==> src/rtl/conv_pkg.sv <==
// Constants shared by the conv, rescale and pool stages of the CNN pipeline.
package conv_pkg;

  localparam int unsigned DATA_WIDTH_DEF = 8;

  // Feature-map dimensions seen by each pooling layer.
  localparam int unsigned L1_FMAP_WIDTH  = 24;
  localparam int unsigned L1_FMAP_HEIGHT = 24;
  localparam int unsigned L2_FMAP_WIDTH  = 8;
  localparam int unsigned L2_FMAP_HEIGHT = 8;

  // Counter width for a 0..n-1 index. At least 2 bits, so that [w-1:1] is never empty.
  function automatic int unsigned cnt_width(input int unsigned n);
    int unsigned w;
    w = $clog2(n);
    return (w > 1) ? w : 2;
  endfunction

endpackage

==> src/rtl/pool_line_buf.sv <==
// Line buffer: one synchronous write port, one asynchronous read port, no reset.
module pool_line_buf #(
  parameter int unsigned DEPTH = 12,
  parameter int unsigned WIDTH = 8,
  parameter int unsigned AW    = 4
) (
  input  logic             clk,
  input  logic             we,
  input  logic [AW-1:0]    waddr,
  input  logic [WIDTH-1:0] wdata,
  input  logic [AW-1:0]    raddr,
  output logic [WIDTH-1:0] rdata
);

  logic [WIDTH-1:0] mem [DEPTH];

  always_ff @(posedge clk) begin
    if (we) begin
      mem[waddr] <= wdata;
    end
  end

  assign rdata = mem[raddr];

endmodule

==> src/rtl/maxpool2x2_stream.sv <==
// Streaming 2x2 max-pool, stride 2: pixels arrive in raster order, one pooled
// pixel leaves one cycle after each odd-row/odd-column accept.
module maxpool2x2_stream
  import conv_pkg::*;
#(
  parameter int unsigned BITWIDTH_DATA = DATA_WIDTH_DEF,
  parameter int unsigned IMG_WIDTH     = L1_FMAP_WIDTH,
  parameter int unsigned IMG_HEIGHT    = L1_FMAP_HEIGHT
) (
  input  logic                     clk,
  input  logic                     rst,
  input  logic                     ena,
  input  logic                     in_valid,
  input  logic [BITWIDTH_DATA-1:0] in_data,
  output logic                     out_valid,
  output logic [BITWIDTH_DATA-1:0] out_data,
  output logic                     frame_done
);

  localparam int unsigned CW = cnt_width(IMG_WIDTH);
  localparam int unsigned RW = cnt_width(IMG_HEIGHT);
  localparam int unsigned LB_DEPTH = IMG_WIDTH / 2;

  logic [CW-1:0] col_q, col_d;
  logic [RW-1:0] row_q, row_d;
  logic [BITWIDTH_DATA-1:0] h_q;
  logic [BITWIDTH_DATA-1:0] pair_max;
  logic [BITWIDTH_DATA-1:0] lb_rdata;
  logic [BITWIDTH_DATA-1:0] quad_max;
  logic accept;
  logic last_col;
  logic last_row;
  logic lb_we;

  assign accept   = ena & in_valid;
  assign last_col = (col_q == CW'(IMG_WIDTH - 1));
  assign last_row = (row_q == RW'(IMG_HEIGHT - 1));
  assign pair_max = (in_data > h_q) ? in_data : h_q;
  assign quad_max = (pair_max > lb_rdata) ? pair_max : lb_rdata;
  // Even rows park their horizontal maxima; odd rows consume them.
  assign lb_we    = accept & col_q[0] & ~row_q[0];

  always_comb begin
    col_d = col_q;
    row_d = row_q;
    if (accept) begin
      if (last_col) begin
        col_d = '0;
        row_d = last_row ? '0 : row_q + 1'b1;
      end else begin
        col_d = col_q + 1'b1;
      end
    end
  end

  always_ff @(posedge clk or posedge rst) begin
    if (rst) begin
      col_q      <= '0;
      row_q      <= '0;
      h_q        <= '0;
      out_data   <= '0;
      out_valid  <= 1'b0;
      frame_done <= 1'b0;
    end else begin
      col_q      <= col_d;
      row_q      <= row_d;
      out_valid  <= 1'b0;
      frame_done <= 1'b0;
      if (accept) begin
        if (!col_q[0]) begin
          h_q <= in_data;
        end else if (row_q[0]) begin
          out_data   <= quad_max;
          out_valid  <= 1'b1;
          frame_done <= last_col & last_row;
        end
      end
    end
  end

  pool_line_buf #(
    .DEPTH (LB_DEPTH),
    .WIDTH (BITWIDTH_DATA),
    .AW    (CW - 1)
  ) u_line_buf (
    .clk   (clk),
    .we    (lb_we),
    .waddr (col_q[CW-1:1]),
    .wdata (pair_max),
    .raddr (col_q[CW-1:1]),
    .rdata (lb_rdata)
  );

endmodule
==> config.mk <==
export PLATFORM = sky130hd
export DESIGN_NAME = maxpool2x2_stream
export DESIGN_NICKNAME = d
export VERILOG_FILES = /design/src/rtl/conv_pkg.sv /design/src/rtl/pool_line_buf.sv /design/src/rtl/maxpool2x2_stream.sv
export SDC_FILE = /design/constraint.sdc
export NUM_CORES = 1
export LEC_CHECK = 0
export CORE_ASPECT_RATIO = 1.4
export CORE_MARGIN = 2
export CORE_UTILIZATION = 26
export CTS_BUF_LIST = sky130_fd_sc_hd__clkbuf_2 sky130_fd_sc_hd__clkbuf_4 sky130_fd_sc_hd__clkbuf_8
export DETAILED_ROUTE_END_ITERATION = 8
export GPL_TIMING_DRIVEN = 0
export SYNTH_ARGS = -nofsm -noshare
export SYNTH_HDL_FRONTEND = slang
export SYNTH_HIERARCHICAL = 1
export SYNTH_SLANG_ARGS = --single-unit
export TNS_END_PERCENT = 1
==> constraint.sdc <==
create_clock -name clk -period 3.1 [get_ports clk]
set_input_delay 0.93 -clock clk [delete_from_list [all_inputs] [get_ports clk]]
set_output_delay 0.93 -clock clk [all_outputs]
set_load 0.01 [all_outputs]
Yosys cells after proc, flatten, opt, wreduce, memory -nomap -nowiden

Memories as Yosys holds them, arrays and structs flattened.
Index checks and enable logic that the tools add are counted.

Mux-type cells: 12
Eq/ne operators: 2
$lt $le $gt $ge: 2
Reductions and logical operators: 3
Add/subtract/negate cells: 2
Bitwise gates (word level): 6

Operator list:

| kind                                         | count |
|---|---|
| greater-than comparator 8 bit                | 2 |
| two-way mux 8 bit                            | 2 |
| adder 5 x 1 -> 5 bit (second input constant) | 2 |
| equality test 5 bit (second input constant)  | 2 |
| two-way mux 5 bit                            | 2 |
| two-way mux 1 bit                            | 8 |
| bitwise AND 1 bit                            | 4 |
| AND reduction 2 bit                          | 2 |
| AND reduction 3 bit                          | 1 |
| NOT 1 bit                                    | 2 |

Input bits: 12
Word-level logic and storage cells: 34
Register bits: 28
Memory bits (writable): 96
Output and inout bits: 10
Memories kept: 1

Memory list:

| memory         | words | bits a word | read ports | clocked after Yosys merged registers in | wr ports | RTL line            | text |
|---|---|---|---|---|---|---|---|
| u_line_buf.mem | 12    | 8           | 1          | 0                                       | 1        | pool_line_buf.sv:15 | `logic [WIDTH-1:0] mem [DEPTH];` |

Logic depth before layout (Yosys ltp)

Gate-level depths: netlist of run 1.

Depth in word-level cells: 5
Depth in mapped cells: 15
Depth with buffers taken out: 14

By module

Netlist of run 1, hierarchy kept.

Modules (own cells, without submodules):

| module            | area each (um2) | cells an instance | sequential area each (um2) | instances |
|---|---|---|---|---|
| pool_line_buf     | 3,713.6         | 174               | 2,882.8                    | 1 |
| maxpool2x2_stream | 1,778.0         | 171               | 700.7                      | 1 |

Worst setup path after synthesis of run 1

Ideal clock, no wire load.

Path type: input to register
From: input port in_data[1]
To: register out_data[7]
Stages: 14
Data required time: 2.980 ns
Path buffers: 1
Arrival: 3.525 ns
Slack: -0.544 ns
Cells stage by stage: ha_1 nor2b_4 o211ai_2 a21oi_2 o22ai_4 mux2_4 ha_1 nor2b_1 o211ai_1 a21oi_1 o22a_1 buf_2 o31ai_1 a31o_1

Longest elaborated chain between the ends: 4

Ends and longest elaborated chain:

| item                              | RTL line                | text |
|---|---|---|
| start: declaration                | maxpool2x2_stream.sv:14 | `input logic [BITWIDTH_DATA-1:0] in_data,` |
| greater-than comparator 8 bit     | maxpool2x2_stream.sv:38 | `assign pair_max = (in_data > h_q) ? in_data : h_q;` |
| two-way mux 8 bit (*)             | maxpool2x2_stream.sv:38 |  |
| named net pair_max[1]             | maxpool2x2_stream.sv:27 | `logic [BITWIDTH_DATA-1:0] pair_max;` |
| greater-than comparator 8 bit (*) | maxpool2x2_stream.sv:39 | `assign quad_max = (pair_max > lb_rdata) ? pair_max : lb_rdata;` |
| two-way mux 8 bit (*)             | maxpool2x2_stream.sv:39 |  |
| end signal: assignment            | maxpool2x2_stream.sv:73 | `out_data <= quad_max;` |
| end: declaration                  | maxpool2x2_stream.sv:16 | `output logic [BITWIDTH_DATA-1:0] out_data,` |

Mark *: on every way through the listed nets, which the timed path passes. The rest lies on a longest branch.
A chain may end at the register's enable or synchronous reset.

Worst setup path after layout of run 1

From: input port in_data[1]
To: register out_data[2]

Longest elaborated chain between the ends: 4

Ends and longest elaborated chain:

| item                          | RTL line |
|---|---|
| greater-than comparator 8 bit | maxpool2x2_stream.sv:38 |
| two-way mux 8 bit             | maxpool2x2_stream.sv:38 |
| named net pair_max[4]         | maxpool2x2_stream.sv:27 |
| greater-than comparator 8 bit | maxpool2x2_stream.sv:39 |
| two-way mux 8 bit             | maxpool2x2_stream.sv:39 |

The timed path passes the listed nets, and every way through them passes these cells.

==> results of run 1 <==
[Yosys cell counts, types with 6 or more instances]
cell type  count  area, sq um
dfrtp_1       28          701
nand2_1       24         90.1
mux2_4         7          105
inv_1         19         71.3
mux4_2        14          315
o221ai_1       8         70.1
o31ai_1        7         52.6
ha_1          18          225
mux2_2         8         90.1
a21oi_1        8         40.0
a31o_1         7         61.3
nand4_1        6         37.5
edfxtp_1      96         2880
mux2i_1       17          170
a22oi_1        8         60.1
buf_2          6         30.0
nor2_1        10         37.5
[worst max-delay path: stages]
cell and delay (ns):
buf_8 0.10, ha_4 0.25, nor2b_4 0.13, o211ai_2 0.12, a21oi_4 0.17, o22ai_4 0.08
buf_4 0.17, mux2_4 0.40, ha_4 0.29, nand4_1 0.10, a21oi_1 0.14, o22a_2 0.21
buf_6 0.13, o31ai_4 0.06, a31o_1 0.21
[logic make-up after synthesis]
logic type,after synthesis,synth area share
adders and majority gates,18,0.0410
buffers and inverters,31,0.0283
DFF,124,0.653
AOI/OAI and AO/OA,54,0.0766
xor gates and xnor gates,2,0.00319
and+or+nand+nor,68,0.0649
muxes,48,0.134
[sequential cells by signal (all words and copies together), names as in the netlist]
name,count
col_q,5
out_valid,1
out_data,8
frame_done,1
h_q,8
row_q,5
u_line_buf/mem,96
[through the flow]
step | TNS (ns) | total power, mW
4_1_cts | -2.11 | 5.79
3_5_place_dp | -39.77 | 4.04
5_1_grt | -1.27 | 6.21
3_3_place_gp | -39.06 | 3.99
2_1_floorplan | -3.10 | 3.45
6_report | -0.518 | 5.88
[layout by cell type (no fill, tap or decap), types with 4 or more instances in the layout]
| cell | count |
|---|---|
| ha_4 | 12 |
| nand2_1 | 24 |
| mux2_4 | 7 |
| buf_6 | 6 |
| clkinv_2 | 4 |
| inv_1 | 18 |
| mux2i_1 | 16 |
| a22oi_1 | 5 |
| a31o_1 | 7 |
| nand3_1 | 5 |
| edfxtp_1 | 96 |
| nor2_1 | 8 |
| mux2_2 | 8 |
| a21oi_1 | 5 |
| mux4_2 | 14 |
| clkdlybuf4s50_1 | 13 |
| dfrtp_1 | 25 |
| buf_4 | 10 |
| o31ai_2 | 5 |
| buf_2 | 4 |
| clkbuf_2 | 7 |
| ha_1 | 6 |
| bufinv_16 | 4 |
| clkbuf_8 | 17 |
| nand4_1 | 6 |
| nand2b_1 | 4 |
| o221ai_1 | 8 |
| o21ai_0 | 5 |
[power breakdown]
group | switching (mW) | total [mW] | internal [mW]
combinational | 1.22 | 2.24 | 1.02
clock | 0.605 | 1.48 | 0.872
sequential | 0.118 | 2.16 | 2.05
total | 1.95 | 5.88 | 3.94
[what timing repair did]
item,CTS,global route
pin swaps,8,12
endpoints found under the hold margin,0,0
buffers inserted,8,6
setup endpoints to repair,28,32
resized for setup,31,41
[cell type report]
class	count	area (sq um)
clock buffer	18	241
inverter	19	71.3
clock inverter	14	175
buffer	12	100
fill	2028	13800
timing repair buffer	33	278
multi-input combinational	190	2020
tap	256	320
sequential	124	3590
[final timing paths]
check                           start           to  slack (ns)  cells after the start
min reg2reg                  row_q[4]     row_q[4]        0.52                      1
max                        in_data[1]  out_data[2]       -0.09                     15
min                          row_q[4]     row_q[4]        0.52                      1
min in group asynchronous         rst  out_data[2]        1.07                      2
max reg2reg                  col_q[1]  out_data[2]           0                     13
max in group asynchronous         rst     col_q[2]        1.27                      2
[per-layer routing]
metal  global-route usage  share of wire  vias up
met4               0.0517          0.031        0
met1                0.112           0.38     1591
met3               0.0267          0.037       19
met2                0.208           0.56       68
li1                     -              -     1460
met5                    0              0        -
==> results.json, run 1 <==
{
  "status": "complete, but fails checks",
  "violations": "negative setup slack",
  "ir_worst_vdd_uv": 483,
  "ys_ff_latch": 124,
  "wl_per_cell_um": 17.6,
  "fin_skew_ns": 0.0103,
  "root_buffer": "clkbuf_8",
  "cts_hold_buffers": 0,
  "relSlewSlack": 0.269,
  "crit_required_ns": 3.42,
  "num_rows": 62,
  "routed_wl_um": 11700,
  "ys_warn_count": 6,
  "fin_util": 0.329,
  "cts_max_path_buffers": 2,
  "initial_utilization": 0.266,
  "whs_ns": 0.523,
  "grt_pass1_vias": 3271,
  "syn_area_per_cell_sq_um": 15.9,
  "nets": 427,
  "ys_seq_area_frac": 0.653,
  "place_congestion": 0.791,
  "syn_nets": 375,
  "h-tree-depth": 4,
  "tritoncts": "built",
  "grtUsageTotal": 0.110,
  "dpl_cell_area_sq_um": 6050,
  "post-route-period-util": 1.03,
  "layout-drive-gt1-share": 0.322,
  "drt-initial-drc-count": 243,
  "syn_inst": 345,
  "final_cells": 666,
  "dr.pass1.iters": 4,
  "design_area_sq_um": 6800,
  "worst_pin_slew_ns": 1.10,
  "cts_sinks": 124,
  "post_drt_via_cell_ratio": 4.71,
  "cts_made_buffers": 17,
  "hpwlAfterDp_um": 7780,
  "clk_latency_ns": 0.43,
  "grt_pass1_wl_um": 18200,
  "min_path_type": "flop to flop",
  "setup_violations": 8,
  "port_buffers": 21,
  "die_w_um": 127,
  "hold_violations": 0,
  "clk_pin_slew_ns": 0.07,
  "via_count": 3138,
  "endpoint_kind": "flop",
  "place_ws_ns": -1.16,
  "ant_nets": 0,
  "ys_types": 46,
  "cp-start-kind": "input port",
  "dp.cells": 622,
  "core_sq_um": 20600,
  "worstSetupPathType": "input port to flop",
  "crit_fanout": 14,
  "grt_max_degree": 29,
  "antenna_found_initial": 0,
  "final_period_minus_worst_setup_slack_ns": 3.19,
  "ios": 22,
  "powerDensity_nw_per_um2": 866,
  "clock.fmax_mhz": 313,
  "slew_viol_final": 0,
  "synthFlopType": "edfxtp_1",
  "dieHeight_um": 176,
  "rsz0062_at_grt": "yes",
  "leakage_nw": 2.41,
  "synth_edf_count": 96,
  "area_delta_synth_final_pct": 23.8,
  "remaining_drc_errors": 0,
  "syn_area_sq_um": 5490,
  "fin_ws_ns": -0.0902,
  "worstPathArrival_ns": 3.51,
  "die_area_sq_um": 22300,
  "synth-async-reset-ratio": 0.226,
  "grt_overflow": 0,
  "drv_cap": 0,
  "antennaDiodeCount": 0
}
Power figures use the tool's default switching activity.
==> run 2: changes to the inputs <==
--- a/config.mk
+++ b/config.mk
@@ -9,6 +9,7 @@
 export CORE_MARGIN = 2
 export CORE_UTILIZATION = 26
 export CTS_BUF_LIST = sky130_fd_sc_hd__clkbuf_2 sky130_fd_sc_hd__clkbuf_4 sky130_fd_sc_hd__clkbuf_8
+export CTS_CLUSTER_SIZE = 8
 export DETAILED_ROUTE_END_ITERATION = 8
 export GPL_TIMING_DRIVEN = 0
 export SYNTH_ARGS = -nofsm -noshare
==> results of run 2 <==
Final layout, timing and power as in run 1 (identical DEF).
==> run 3: changes to the inputs <==
--- a/config.mk
+++ b/config.mk
@@ -5,13 +5,13 @@
 export SDC_FILE = /design/constraint.sdc
 export NUM_CORES = 1
 export LEC_CHECK = 0
-export CORE_ASPECT_RATIO = 1.4
 export CORE_MARGIN = 2
 export CORE_UTILIZATION = 26
 export CTS_BUF_LIST = sky130_fd_sc_hd__clkbuf_2 sky130_fd_sc_hd__clkbuf_4 sky130_fd_sc_hd__clkbuf_8
 export CTS_CLUSTER_SIZE = 8
 export DETAILED_ROUTE_END_ITERATION = 8
 export GPL_TIMING_DRIVEN = 0
+export PLACE_DENSITY = 0.41
 export SYNTH_ARGS = -nofsm -noshare
 export SYNTH_HDL_FRONTEND = slang
 export SYNTH_HIERARCHICAL = 1
==> results.json, run 3 (same netlist as run 1, synthesis figures left out) <==
{
  "dr.pass1.iters": 4,
  "status": "complete, but fails checks",
  "place_congestion": 0.722,
  "mostFrequentLayoutCells": "96 x edfxtp_1, 25 x dfrtp_1, 24 x nand2_1",
  "top_register": "u_line_buf/mem",
  "final_cells": 687,
  "cp_cell_sequence": "buf_8 > ha_4 > nor2b_4 > o211ai_4 > a21oi_4 > o22ai_4 > buf_12 > mux2_4 > ha_4 > nor2b_1 > o211ai_1 > a21oi_1 > o22a_2 > buf_6 > o31ai_2 > a31o_1",
  "worst_pin_slew_ns": 1.19,
  "cp-start-kind": "input port",
  "clk_latency_ns": 0.43,
  "cts_sinks": 124,
  "critPathTopFamily": "compound AO/OA/AOI/OAI gates",
  "root_buffer": "clkbuf_8",
  "crit_cells": 16,
  "place_ws_ns": -1.25,
  "reg2regPathDepth": 13,
  "cts_hold_buffers": 0,
  "critPathBufInv": 3,
  "reg_top3": "u_line_buf/mem (96), h_q (8), out_data (8)",
  "grt_pass1_vias": 3289,
  "via_count": 3108,
  "post-route-period-util": 1.03,
  "dieHeight_um": 149,
  "cts_max_path_buffers": 2,
  "grt_pass1_wl_um": 20000,
  "slowest_stage": "mux2_4",
  "max_stage_delay_ns": 0.33,
  "drv_cap": 0,
  "leakage_nw": 2.43,
  "num_rows": 53,
  "area_delta_synth_final_pct": 25.1,
  "routed_wl_um": 13100,
  "cts_made_buffers": 17,
  "relSlewSlack": 0.208,
  "grt_max_degree": 29,
  "fin_ws_ns": -0.0846,
  "crit_fanout": 7,
  "core_sq_um": 20900,
  "h-tree-depth": 4,
  "slew_viol_final": 0,
  "crit_required_ns": 3.47,
  "grt_overflow": 0,
  "ant_nets": 0,
  "fin_setup_tns_ns": -0.545,
  "antenna_found_initial": 0,
  "largest_reg_flops": 96,
  "ios": 22,
  "hpwlAfterDp_um": 8270,
  "grtUsageTotal": 0.126,
  "setup_violations": 8,
  "layout-drive-gt1-share": 0.328,
  "ir_worst_vdd_uv": 334,
  "endpoint_kind": "flop",
  "fin_util": 0.329,
  "die_w_um": 149,
  "post_drt_via_cell_ratio": 4.52,
  "wl_per_cell_um": 19.1,
  "powerDensity_nw_per_um2": 885,
  "port_buffers": 21,
  "worstSetupPathType": "input port to flop",
  "clk_pin_slew_ns": 0.08,
  "nets": 429,
  "holdPathStages": 1,
  "dp.cells": 641,
  "min_path_type": "flop to flop",
  "violations": "negative setup slack",
  "initial_utilization": 0.263,
  "dpl_cell_area_sq_um": 6070,
  "antennaDiodeCount": 0,
  "whs_ns": 0.514,
  "tritoncts": "built",
  "cp_common_cell": "ha_4",
  "final_common_cell": "edfxtp_1",
  "clock.fmax_mhz": 314,
  "design_area_sq_um": 6870,
  "drt-initial-drc-count": 183,
  "power.total_mw": 6.07,
  "hold_violations": 0,
  "worstPathArrival_ns": 3.56,
  "die_area_sq_um": 22300,
  "rsz0062_at_grt": "yes",
  "remaining_drc_errors": 0,
  "final_period_minus_worst_setup_slack_ns": 3.18,
  "fin_skew_ns": 0.00862
}
==> run 3: final cells by class <==
cell class              count  area (sq um)
clock buffers              17           234
fillers                  2069         14000
clock inverters            15           198
inverters                  19          71.3
multi-input cells         190          2020
plain buffers              12           100
well taps                 275           344
repair buffers             35           310
flip-flops and latches    124          3590
==> run 3: report_power, final <==
group,switching [mW],internal [mW]
sequential,0.116,2.04
clock,0.668,0.875
combinational,1.28,1.09
total,2.06,4.01
==> run 3: final timing paths <==
check / slack, ns / to / start
setup reg to reg: 0 / out_data[6] / col_q[1]
max in group asynchronous: 1.19 / col_q[3] / rst
hold reg to reg: 0.51 / row_q[4] / row_q[4]
min in group asynchronous: 1.11 / h_q[2] / rst
hold / removal: 0.51 / row_q[4] / row_q[4]
setup / recovery: -0.08 / out_data[6] / in_data[1]
==> run 3: worst reg2reg max path, cell delays in order (launching register included) <==
cell,delay (ns)
dfrtp_2,0.38
buf_6,0.14
buf_12,0.17
mux4_2,0.54
a22oi_1,0.27
o221ai_1,0.21
inv_1,0.16
ha_1,0.26
nand4_1,0.13
a21oi_1,0.05
o22a_2,0.26
buf_6,0.15
o31ai_2,0.18
a31o_1,0.13
==> run 3: routing by layer <==
layer / routed length [um] / vias to the layer above / track usage
met3: 506 / 8 / 0.0358
met4: 184 / 0 / 0.0443
met5: 0 / - / 0
met2: 6310 / 50 / 0.196
li1: - / 1463 / -
met1: 6150 / 1587 / 0.169
==> run 3: what timing repair did <==
action,4_1_cts,5_1_grt
pin swaps,13,14
gates resized for setup,66,15
setup buffers,13,0
cloned,0,1
endpoints found under the setup margin,36,40
